`config.mk`:
```
export PLATFORM = sky130hd
export DESIGN_NAME = text_console_ctrl
export DESIGN_NICKNAME = d
export VERILOG_FILES = /design/src/rtl/text_console_ctrl.sv
export SDC_FILE = /design/constraint.sdc
export NUM_CORES = 1
export LEC_CHECK = 0
export CAP_MARGIN = 20
export CORE_UTILIZATION = 40
export CTS_CLUSTER_SIZE = 20
export DETAILED_ROUTE_END_ITERATION = 8
export SLEW_MARGIN = 30
export SYNTH_ARGS = -nofsm -noshare
export SYNTH_HDL_FRONTEND = slang
export SYNTH_SLANG_ARGS = --single-unit
export TNS_END_PERCENT = 1
```
`constraint.sdc`:
```
create_clock -name i_clk_sys -period 4.72 [get_ports i_clk_sys]
set_clock_uncertainty 0.15 [all_clocks]
set_input_delay 0.708 -clock i_clk_sys [delete_from_list [all_inputs] [get_ports i_clk_sys]]
set_output_delay 0.708 -clock i_clk_sys [all_outputs]
set_load 0.02 [all_outputs]
```
`src/rtl/text_console_ctrl.sv`:
```
// ---------------------------------------------------------------------------
// text_console_ctrl
//
// Character-stream front end for the 80x60 text-mode display. ASCII bytes
// from the bus side are queued in a small FIFO. Control characters are
// interpreted, the cursor is tracked, and single-cycle character-cell write
// commands are emitted to the framebuffer.
//
// Optional feature macro: LINE_CLEAR_EN
//   defined   - every newline (LF or auto-wrap) clears the destination row
//   undefined - a newline only moves the cursor
//
// Ports:
//   i_clk_sys     system clock, rising edge
//   i_rst         asynchronous active-high reset
//   i_wr_stb      one-cycle strobe, i_data_in holds a new byte
//   i_data_in     ASCII byte
//   o_full        FIFO holds FIFO_DEPTH entries
//   o_busy        FIFO non-empty or FSM not idle
//   o_overrun     sticky: strobe arrived while full
//   o_fb_we       framebuffer write enable, one cycle per cell
//   o_fb_addr     cell address = row*COLS + col
//   o_fb_data     glyph index
//   o_cursor_x    current column
//   o_cursor_y    current row
// ---------------------------------------------------------------------------
module text_console_ctrl #(
    parameter int COLS       = 80,
    parameter int ROWS       = 60,
    parameter int FIFO_DEPTH = 8
) (
    input  logic        i_clk_sys,
    input  logic        i_rst,
    input  logic        i_wr_stb,
    input  logic [7:0]  i_data_in,
    output logic        o_full,
    output logic        o_busy,
    output logic        o_overrun,
    output logic        o_fb_we,
    output logic [12:0] o_fb_addr,
    output logic [6:0]  o_fb_data,
    output logic [6:0]  o_cursor_x,
    output logic [5:0]  o_cursor_y
);

    localparam int AW = $clog2(FIFO_DEPTH);
    localparam logic [12:0] COLS13    = 13'(COLS);
    localparam logic [12:0] LAST_CELL = 13'(COLS * ROWS - 1);
    localparam logic [6:0]  LAST_COL  = 7'(COLS - 1);
    localparam logic [5:0]  LAST_ROW  = 6'(ROWS - 1);
    localparam logic [AW:0] DEPTH_CNT = (AW + 1)'(FIFO_DEPTH);

    typedef enum logic [1:0] {S_IDLE, S_POP, S_EXEC, S_CLEAR} state_t;
    typedef enum logic [2:0] {OP_NONE, OP_PRINT, OP_CR, OP_LF, OP_BS, OP_FF} op_t;

    state_t      r_state;
    op_t         r_op;

    logic [7:0]  r_fifo [FIFO_DEPTH];
    logic [AW-1:0] r_wr_ptr;
    logic [AW-1:0] r_rd_ptr;
    logic [AW:0] r_count;
    logic        r_overrun;

    logic [6:0]  r_cur_x;
    logic [5:0]  r_cur_y;
    logic        r_fb_we;
    logic [12:0] r_fb_addr;
    logic [6:0]  r_fb_data;
    logic [12:0] r_clr_end;
    logic        r_clr_home;

    logic        w_full;
    logic        w_push;
    logic        w_pop;
    logic [7:0]  w_head;
    logic [7:0]  w_fold;
    logic        w_print;
    logic [6:0]  w_glyph;
    logic [5:0]  w_next_y;
    logic [12:0] w_row_base;
    logic [12:0] w_next_base;

    function automatic logic [12:0] row_base(input logic [5:0] y);
        return 13'(y) * COLS13;
    endfunction

    assign w_full  = (r_count == DEPTH_CNT);
    assign w_push  = i_wr_stb && !w_full;
    assign w_pop   = (r_state == S_POP);
    assign w_head  = r_fifo[r_rd_ptr];

    // Lowercase folds onto uppercase; printable range is then 0x20-0x5F.
    assign w_fold  = (w_head >= 8'h61 && w_head <= 8'h7A) ? (w_head - 8'h20) : w_head;
    assign w_print = (w_fold >= 8'h20) && (w_fold <= 8'h5F);
    assign w_glyph = 7'(w_fold - 8'h20);

    assign w_next_y    = (r_cur_y == LAST_ROW) ? 6'd0 : (r_cur_y + 6'd1);
    assign w_row_base  = row_base(r_cur_y);
    assign w_next_base = row_base(w_next_y);

    // FIFO storage has no reset; only the pointers/count need defined values.
    always_ff @(posedge i_clk_sys) begin
        if (w_push) begin
            r_fifo[r_wr_ptr] <= i_data_in;
        end
    end

    always_ff @(posedge i_clk_sys or posedge i_rst) begin
        if (i_rst) begin
            r_wr_ptr  <= '0;
            r_rd_ptr  <= '0;
            r_count   <= '0;
            r_overrun <= 1'b0;
        end else begin
            if (w_push) begin
                r_wr_ptr <= r_wr_ptr + 1'b1;
            end
            if (w_pop) begin
                r_rd_ptr <= r_rd_ptr + 1'b1;
            end
            if (w_push && !w_pop) begin
                r_count <= r_count + 1'b1;
            end else if (!w_push && w_pop) begin
                r_count <= r_count - 1'b1;
            end
            if (i_wr_stb && w_full) begin
                r_overrun <= 1'b1;
            end
        end
    end

    // Write command is prepared while popping so that FB_WE is a registered
    // output that is high for exactly the EXEC cycle.
    always_ff @(posedge i_clk_sys or posedge i_rst) begin
        if (i_rst) begin
            r_state    <= S_IDLE;
            r_op       <= OP_NONE;
            r_cur_x    <= '0;
            r_cur_y    <= '0;
            r_fb_we    <= 1'b0;
            r_fb_addr  <= '0;
            r_fb_data  <= '0;
            r_clr_end  <= '0;
            r_clr_home <= 1'b0;
        end else begin
            case (r_state)
                S_IDLE: begin
                    r_fb_we <= 1'b0;
                    if (r_count != '0) begin
                        r_state <= S_POP;
                    end
                end

                S_POP: begin
                    r_state <= S_EXEC;
                    r_fb_we <= 1'b0;
                    if (w_print) begin
                        r_op      <= OP_PRINT;
                        r_fb_we   <= 1'b1;
                        r_fb_addr <= w_row_base + 13'(r_cur_x);
                        r_fb_data <= w_glyph;
                    end else begin
                        case (w_head)
                            8'h0D:   r_op <= OP_CR;
                            8'h0A:   r_op <= OP_LF;
                            8'h0C:   r_op <= OP_FF;
                            8'h08: begin
                                r_op <= OP_BS;
                                if (r_cur_x != '0) begin
                                    r_fb_we   <= 1'b1;
                                    r_fb_addr <= w_row_base + 13'(r_cur_x - 7'd1);
                                    r_fb_data <= '0;
                                end
                            end
                            default: r_op <= OP_NONE;
                        endcase
                    end
                end

                S_EXEC: begin
                    r_state <= S_IDLE;
                    r_fb_we <= 1'b0;
                    case (r_op)
                        OP_PRINT, OP_LF: begin
                            if (r_op == OP_PRINT && r_cur_x != LAST_COL) begin
                                r_cur_x <= r_cur_x + 7'd1;
                            end else begin
                                r_cur_x <= '0;
                                r_cur_y <= w_next_y;
`ifdef LINE_CLEAR_EN
                                r_state    <= S_CLEAR;
                                r_fb_we    <= 1'b1;
                                r_fb_addr  <= w_next_base;
                                r_fb_data  <= '0;
                                r_clr_end  <= w_next_base + COLS13 - 13'd1;
                                r_clr_home <= 1'b0;
`endif
                            end
                        end
                        OP_CR: r_cur_x <= '0;
                        OP_BS: begin
                            if (r_cur_x != '0) begin
                                r_cur_x <= r_cur_x - 7'd1;
                            end
                        end
                        OP_FF: begin
                            r_state    <= S_CLEAR;
                            r_fb_we    <= 1'b1;
                            r_fb_addr  <= '0;
                            r_fb_data  <= '0;
                            r_clr_end  <= LAST_CELL;
                            r_clr_home <= 1'b1;
                        end
                        default: ;
                    endcase
                end

                S_CLEAR: begin
                    if (r_fb_addr == r_clr_end) begin
                        r_state <= S_IDLE;
                        r_fb_we <= 1'b0;
                        if (r_clr_home) begin
                            r_cur_x <= '0;
                            r_cur_y <= '0;
                        end
                    end else begin
                        r_fb_addr <= r_fb_addr + 13'd1;
                    end
                end

                default: r_state <= S_IDLE;
            endcase
        end
    end

    // Unused in the default build; keeps the next-row base referenced.
    logic w_unused;
    assign w_unused = ^w_next_base;

    assign o_full     = w_full;
    assign o_busy     = (r_count != '0) || (r_state != S_IDLE);
    assign o_overrun  = r_overrun;
    assign o_fb_we    = r_fb_we;
    assign o_fb_addr  = r_fb_addr;
    assign o_fb_data  = r_fb_data;
    assign o_cursor_x = r_cur_x;
    assign o_cursor_y = r_cur_y;

endmodule

```
# [After elaboration in Yosys (flattened, before gate mapping)]
# Memories as Yosys holds them, arrays and structs flattened.
# Cells that the tools add are included.
[word_totals] register_bits=52 ram_bits=64 in_bits=11 wordCells=125 n_memories=1
[op_classes] addsub=13 mul=1 order_cmp=4 eq_ne=27 n_mux=40 reduce_logical=26
[memory_table] memory="r_fifo" words=8 word_bits=8 read_ports=1 rd_clocked_by_memory_dff=0 write_ports=1 line_no="59" text="logic [7:0] r_fifo [FIFO_DEPTH];"
[ops] operator="2-to-1 mux 13 bit" count=5
[ops] operator="2-to-1 mux 7 bit" count=8
[ops] operator="one-hot mux 13 bit (3 select lines)" count=1
[ops] operator="equality test 8 x 4 -> 1 bit (second input constant)" count=4
[ops] operator="2-to-1 mux 6 bit" count=5
[ops] operator="one-hot mux 7 bit (2 select lines)" count=2
[ops] operator="one-hot mux 7 bit (3 select lines)" count=1
[ops] operator="less-or-equal comparator 8 x 7 -> 1 bit (second input constant)" count=2
[ops] operator="AND reduction 5 bit" count=3
[ops] operator="adder 13 x 1 -> 13 bit (second input constant)" count=1
[ops] operator="adder 13 bit" count=1
[ops] operator="adder 13 x 7 -> 13 bit" count=1
[ops] operator="equality test 13 bit" count=1
[ops] operator="one-hot mux 3 bit (4 select lines)" count=1
[ops] operator="one-hot mux 6 bit (2 select lines)" count=1
[ops] operator="!= test 2 bit (second input constant)" count=5
[ops] operator="multiplier 6 x 3 -> 9 bit (second input constant)" count=1
[ops] operator="greater-or-equal comparator 8 x 6 -> 1 bit (second input constant)" count=1
[ops] operator="greater-or-equal comparator 8 x 7 -> 1 bit (second input constant)" count=1
[ops] operator="2-to-1 mux 4 bit" count=2
[ops] operator="2-to-1 mux 8 bit" count=1
[ops] operator="one-hot mux 2 bit (4 select lines)" count=1
[ops] operator="nonzero test 2 bit" count=4
[ops] operator="subtractor 7 x 1 -> 8 bit (second input constant)" count=1
[ops] operator="other kinds (34)" count=57

# [Depth between registers and ports, before layout]
# An unclocked memory read counts as a cell.
[depth] ltp_word=8 depth_mapped=21 mapped_depth_nobuf=18

# [Least setup slack after synthesis]
# No wires, ideal clock.
[synth_timing] path_type="reg-to-reg" startpoint="reg r_rd_ptr[0]" endpoint="reg r_fb_addr[12] (netlist: o_fb_addr[12])" setup_time_ns=0.077 arrival_time_ns=4.229 t_required_ns=4.493 slack_ns=0.263 stages_incl_launch_ff=22 n_path_buf=3 cell_sequence="dfrtp_1 > buf_6 > buf_12 > mux4_2 > mux2i_4 > ha_1 > mux2i_1 > o311a_1 > a21oi_2 > buf_6 > nand3_1 > xnor2_1 > ha_1 > fa_1 > a21o_1 > a21oi_1 > o21ai_0 > o41ai_1 > xnor2_1 > xnor2_1 > nand2_1 > a21oi_1"
[synth_via] elab_chain_len=8
[synth_rtl] element="start: declaration" line_no="61" text="logic [AW-1:0] r_rd_ptr;"
[synth_rtl] element="start signal: assignment" line_no="120" text="r_rd_ptr <= r_rd_ptr + 1'b1;"
[synth_rtl] element="memory (8 x 8 bit) (*)"
[synth_rtl] element="greater-or-equal comparator 8 x 7 -> 1 bit / less-or-equal comparator 8 x 7 -> 1 bit (equally long branches)" line_no="94" text="assign w_fold = (w_head >= 8'h61 && w_head <= 8'h7A) ? (w_head - 8'h20) : w_head;"
[synth_rtl] element="logical AND 1 bit" line_no="94"
[synth_rtl] element="2-to-1 mux 8 bit" line_no="94"
[synth_rtl] element="greater-or-equal comparator 8 x 6 -> 1 bit / less-or-equal comparator 8 x 7 -> 1 bit (equally long branches)" line_no="95" text="assign w_print = (w_fold >= 8'h20) && (w_fold <= 8'h5F);"
[synth_rtl] element="logical AND 1 bit" line_no="95"
[synth_rtl] element="!= test 3 x 1 -> 1 bit (no line) / 2-to-1 mux 13 bit (equally long branches)"
[synth_rtl] element="AND reduction 5 bit (no line) / one-hot mux 13 bit (3 select lines) (equally long branches)"
[synth_rtl] element="end signal: assignment" line_no="161" text="r_fb_addr <= w_row_base + 13'(r_cur_x);"
[synth_rtl] element="end signal: assignment" line_no="172" text="r_fb_addr <= w_row_base + 13'(r_cur_x - 7'd1);"
[synth_rtl] element="end signal: assignment" line_no="228" text="r_fb_addr <= r_fb_addr + 13'd1;"
[synth_rtl] element="end: declaration" line_no="68" text="logic [12:0] r_fb_addr;"
# Every way passes the cells marked *; elsewhere a longest branch is shown, timed or not.
# A chain may end at the register's enable or synchronous reset.

# [Final worst setup path]
[layout_timing] startpoint="reg r_rd_ptr[0]" endpoint="reg r_fb_addr[11] (netlist: o_fb_addr[11])"
# Same word-level chain as after synthesis.

==> impl_metrics.ini <==
[cells_and_area]
antenna_cells = 0
syn2layout_area_growth_pct = 23.36
nets = 659
drive_gt1_share_pct = 15.36

[synthesis]
synth.avg_cell_area_um2 = 11.50
synth.yosys.warnings = 0
synthArstFlopShare_pct = 44.35
syn_inst = 548
yosysSeqAreaShare_pct = 50.73
synth_flop_cell = edfxtp_1
yosysUniqueCellTypes = 63
syn_area_mm2 = 0.006304
synth_nets = 594
ys_ff_latch = 115
synth_edf_count = 64

[sta]
final-setup-viol-count = 0
fmax_mhz = 222.4
slew_viol_final = 0
post-route-period-util_pct = 95.27
worstMarginPinSlew_ns = 0.8800
holdWs_ns = 0.3099
timing.final.crit_period_ns = 4.497
slew_headroom_pct = 41.11
hold_viol = 0

[job]
cap_violations = 0

[clocking]
clock-sinks = 115
clk_latency_ns = 0.42
clk_pin_slew_ns = 0.06
hold_buffers = 0
cts.htree.levels = 4
clockBufferDepth = 2
cts_buffers = 17
cts_tree = yes
cts-root-buf = clkbuf_16

[route]
detail_route.first_pass.iterations = 4
drtIter0Drc = 322
routedWlPerCell_um = 17.22
viasPerCell = 5.421
totalWireLength_mm = 14.39
post-route-drc-count = 0
dr_total_vias = 4532
ant_nets = 0

[critical_path]
path_class = reg -> reg
crit_path_max_fanout = 5
critPathMaxStageDelay_ns = 0.52
end_kind = register
crit_path_cell_trace = buf_12, mux4_2, mux2i_4, ha_1, mux2i_1, o311a_1, a21oi_2, buf_4, nand2_1, xnor2_1, ha_1, a21o_1, a21oi_1, o21bai_1, a211o_1, a31oi_1, xnor2_1, o211ai_1, o22ai_1
slowest_stage = mux4_2
cp.required_ns = 4.89
critical_path_arrival_ns = 4.67
start_kind = register

[outcome]
outcome = finished clean

[power]
p_leak_nw = 3.034
power_density_mw_per_mm2 = 834.2
ir_drop_mv = 0.3660
power_w = 0.006487

[global_routing]
grt_pass1_wl_mm = 23.46
grt_pass1_vias = 4633
grt_max_degree = 52
grt_antenna_before_repair = 0
grt_overflow = 0
grt_use_total_pct = 18.89

[floorplanning]
io_pins = 48
dieHeight_um = 127.5
coreArea_mm2 = 0.01531
initial_utilization_pct = 41.16
dieArea_mm2 = 0.01627
fp.dieW_um = 127.5
rows = 45

[placement]
place_congestion = 0.8565
dp_hpwl_mm = 10.04
numPortBuffers = 47

[hold_path]
hp-class = reg -> reg
cell usage in the layout (no fill, tap or decap), types with 18 or more instances in the layout:
master,count
clkbuf_16,19
clkdlybuf4s50_1,47
ha_1,32
o21ai_0,28
buf_4,20
xnor2_1,22
inv_1,30
dfrtp_1,49
edfxtp_1,64
nand2_1,41
nor2_1,32
a21oi_1,28
nand3_1,18
registers in the layout (all words and copies together), names as in the netlist, 3 cells and up:
register	count
r_wr_ptr	3
o_cursor_x	7
r_rd_ptr	3
r_fifo	64
r_count	4
r_op	3
o_fb_addr	13
o_cursor_y	6
o_fb_data	7
worst paths after layout:
kind	from	endpoint	slack [ns]	depth (start not counted)
max in group asynchronous	i_rst	r_rd_ptr[0]$_DFFE_PP0N_	3.24	3
hold / removal	o_overrun$_DFFE_PP0P_	o_overrun$_DFFE_PP0P_	0.31	1
hold reg to reg	o_overrun$_DFFE_PP0P_	o_overrun$_DFFE_PP0P_	0.31	1
min in group asynchronous	i_rst	o_overrun$_DFFE_PP0P_	0.65	3
setup reg to reg	r_rd_ptr[0]$_DFFE_PP0N_	o_fb_addr[11]$_DFFE_PP0P_	0.22	19
setup / recovery	r_rd_ptr[0]$_DFFE_PP0N_	o_fb_addr[11]$_DFFE_PP0P_	0.22	19
metrics by stage:
stage | TNS, ns | area, um^2 | cells | util (%) | worst slack, ns
finish | 0 | 7776 | 836 | 50.78 | 0.2232
global route | -0.07584 | 7776 | 836 | 50.78 | -0.04696
CTS | 0 | 7632 | 826 | 49.84 | 0.004723
detailed placement | 0 | 7018 | 795 | 45.83 | 0.03668
global placement | 0 | 7018 | 795 | 45.83 | 0.2401
floorplan | 0 | 6304 | 548 | - | 0.2634
worst max-delay path, delay by kind of cell (launching register included):
| family | cells | cell delay [ns] |
|---|---|---|
| mux | 3 | 0.92 |
| flops | 1 | 0.44 |
| fa+ha+maj | 2 | 0.58 |
| buf+inv | 2 | 0.28 |
| compound gates | 9 | 1.64 |
| xor+xnor | 2 | 0.34 |
| simple gates | 1 | 0.06 |
cells by family (layout without fill, tap and decap cells):
kind of cell / after synthesis / after routing / share of synthesized area (%)
AND/OR/NAND/NOR: 158 / 158 / 12.41
AO/OA/AOI/OAI: 127 / 127 / 13.02
flip-flops: 115 / 115 / 50.73
buffers and inverters: 55 / 132 / 3.990
adder cells (fa/ha/maj): 35 / 35 / 7.304
XOR/XNOR: 29 / 29 / 4.029
multiplexers: 29 / 29 / 8.515
where the power goes:
| part | switching, W | internal [W] |
|---|---|---|
| sequential | 0.000307 | 0.00133 |
| clock | 0.000458 | 0.000883 |
| combinational | 0.00188 | 0.00163 |
metal layers:
layer / global-route usage (%) / routed length [um]
met1: 23.08 / 6347
met2: 32.05 / 7255
met3: 4.648 / 563
met4: 7.563 / 227
met5: 0 / 0
cells in the mapped netlist (8+ instances only):
cell type  instances  area [um^2]
ha_1              32        400.4
nor3_1            15        75.07
nand3_1           18        90.09
o21ai_0           29        145.1
inv_1             31        116.4
nand2b_1           8        50.05
a31oi_1            9        56.30
a21oi_1           30        150.1
mux4_2            16        360.4
xnor2_1           22        192.7
nand4_1            8        50.05
clkbuf_1          14        52.55
nor2_1            32        120.1
edfxtp_1          64         1922
dfrtp_1           51         1276
nand2_1           41        153.9
what timing repair did:
item / 4_1_cts / 5_1_grt
buffers inserted: 0 / 8
resized for setup: 0 / 10
setup endpoints to repair: 0 / 3
final cells by class:
class	count	area [um^2]
inverters	31	116.4
flip-flops and latches	115	3201
well taps	211	264.0
repair buffers	70	690.7
multi-input cells	378	2890
fillers	1345	7538
clock inverters	12	181.4
clock buffers	19	432.9
(Power assumes the default switching activity.)
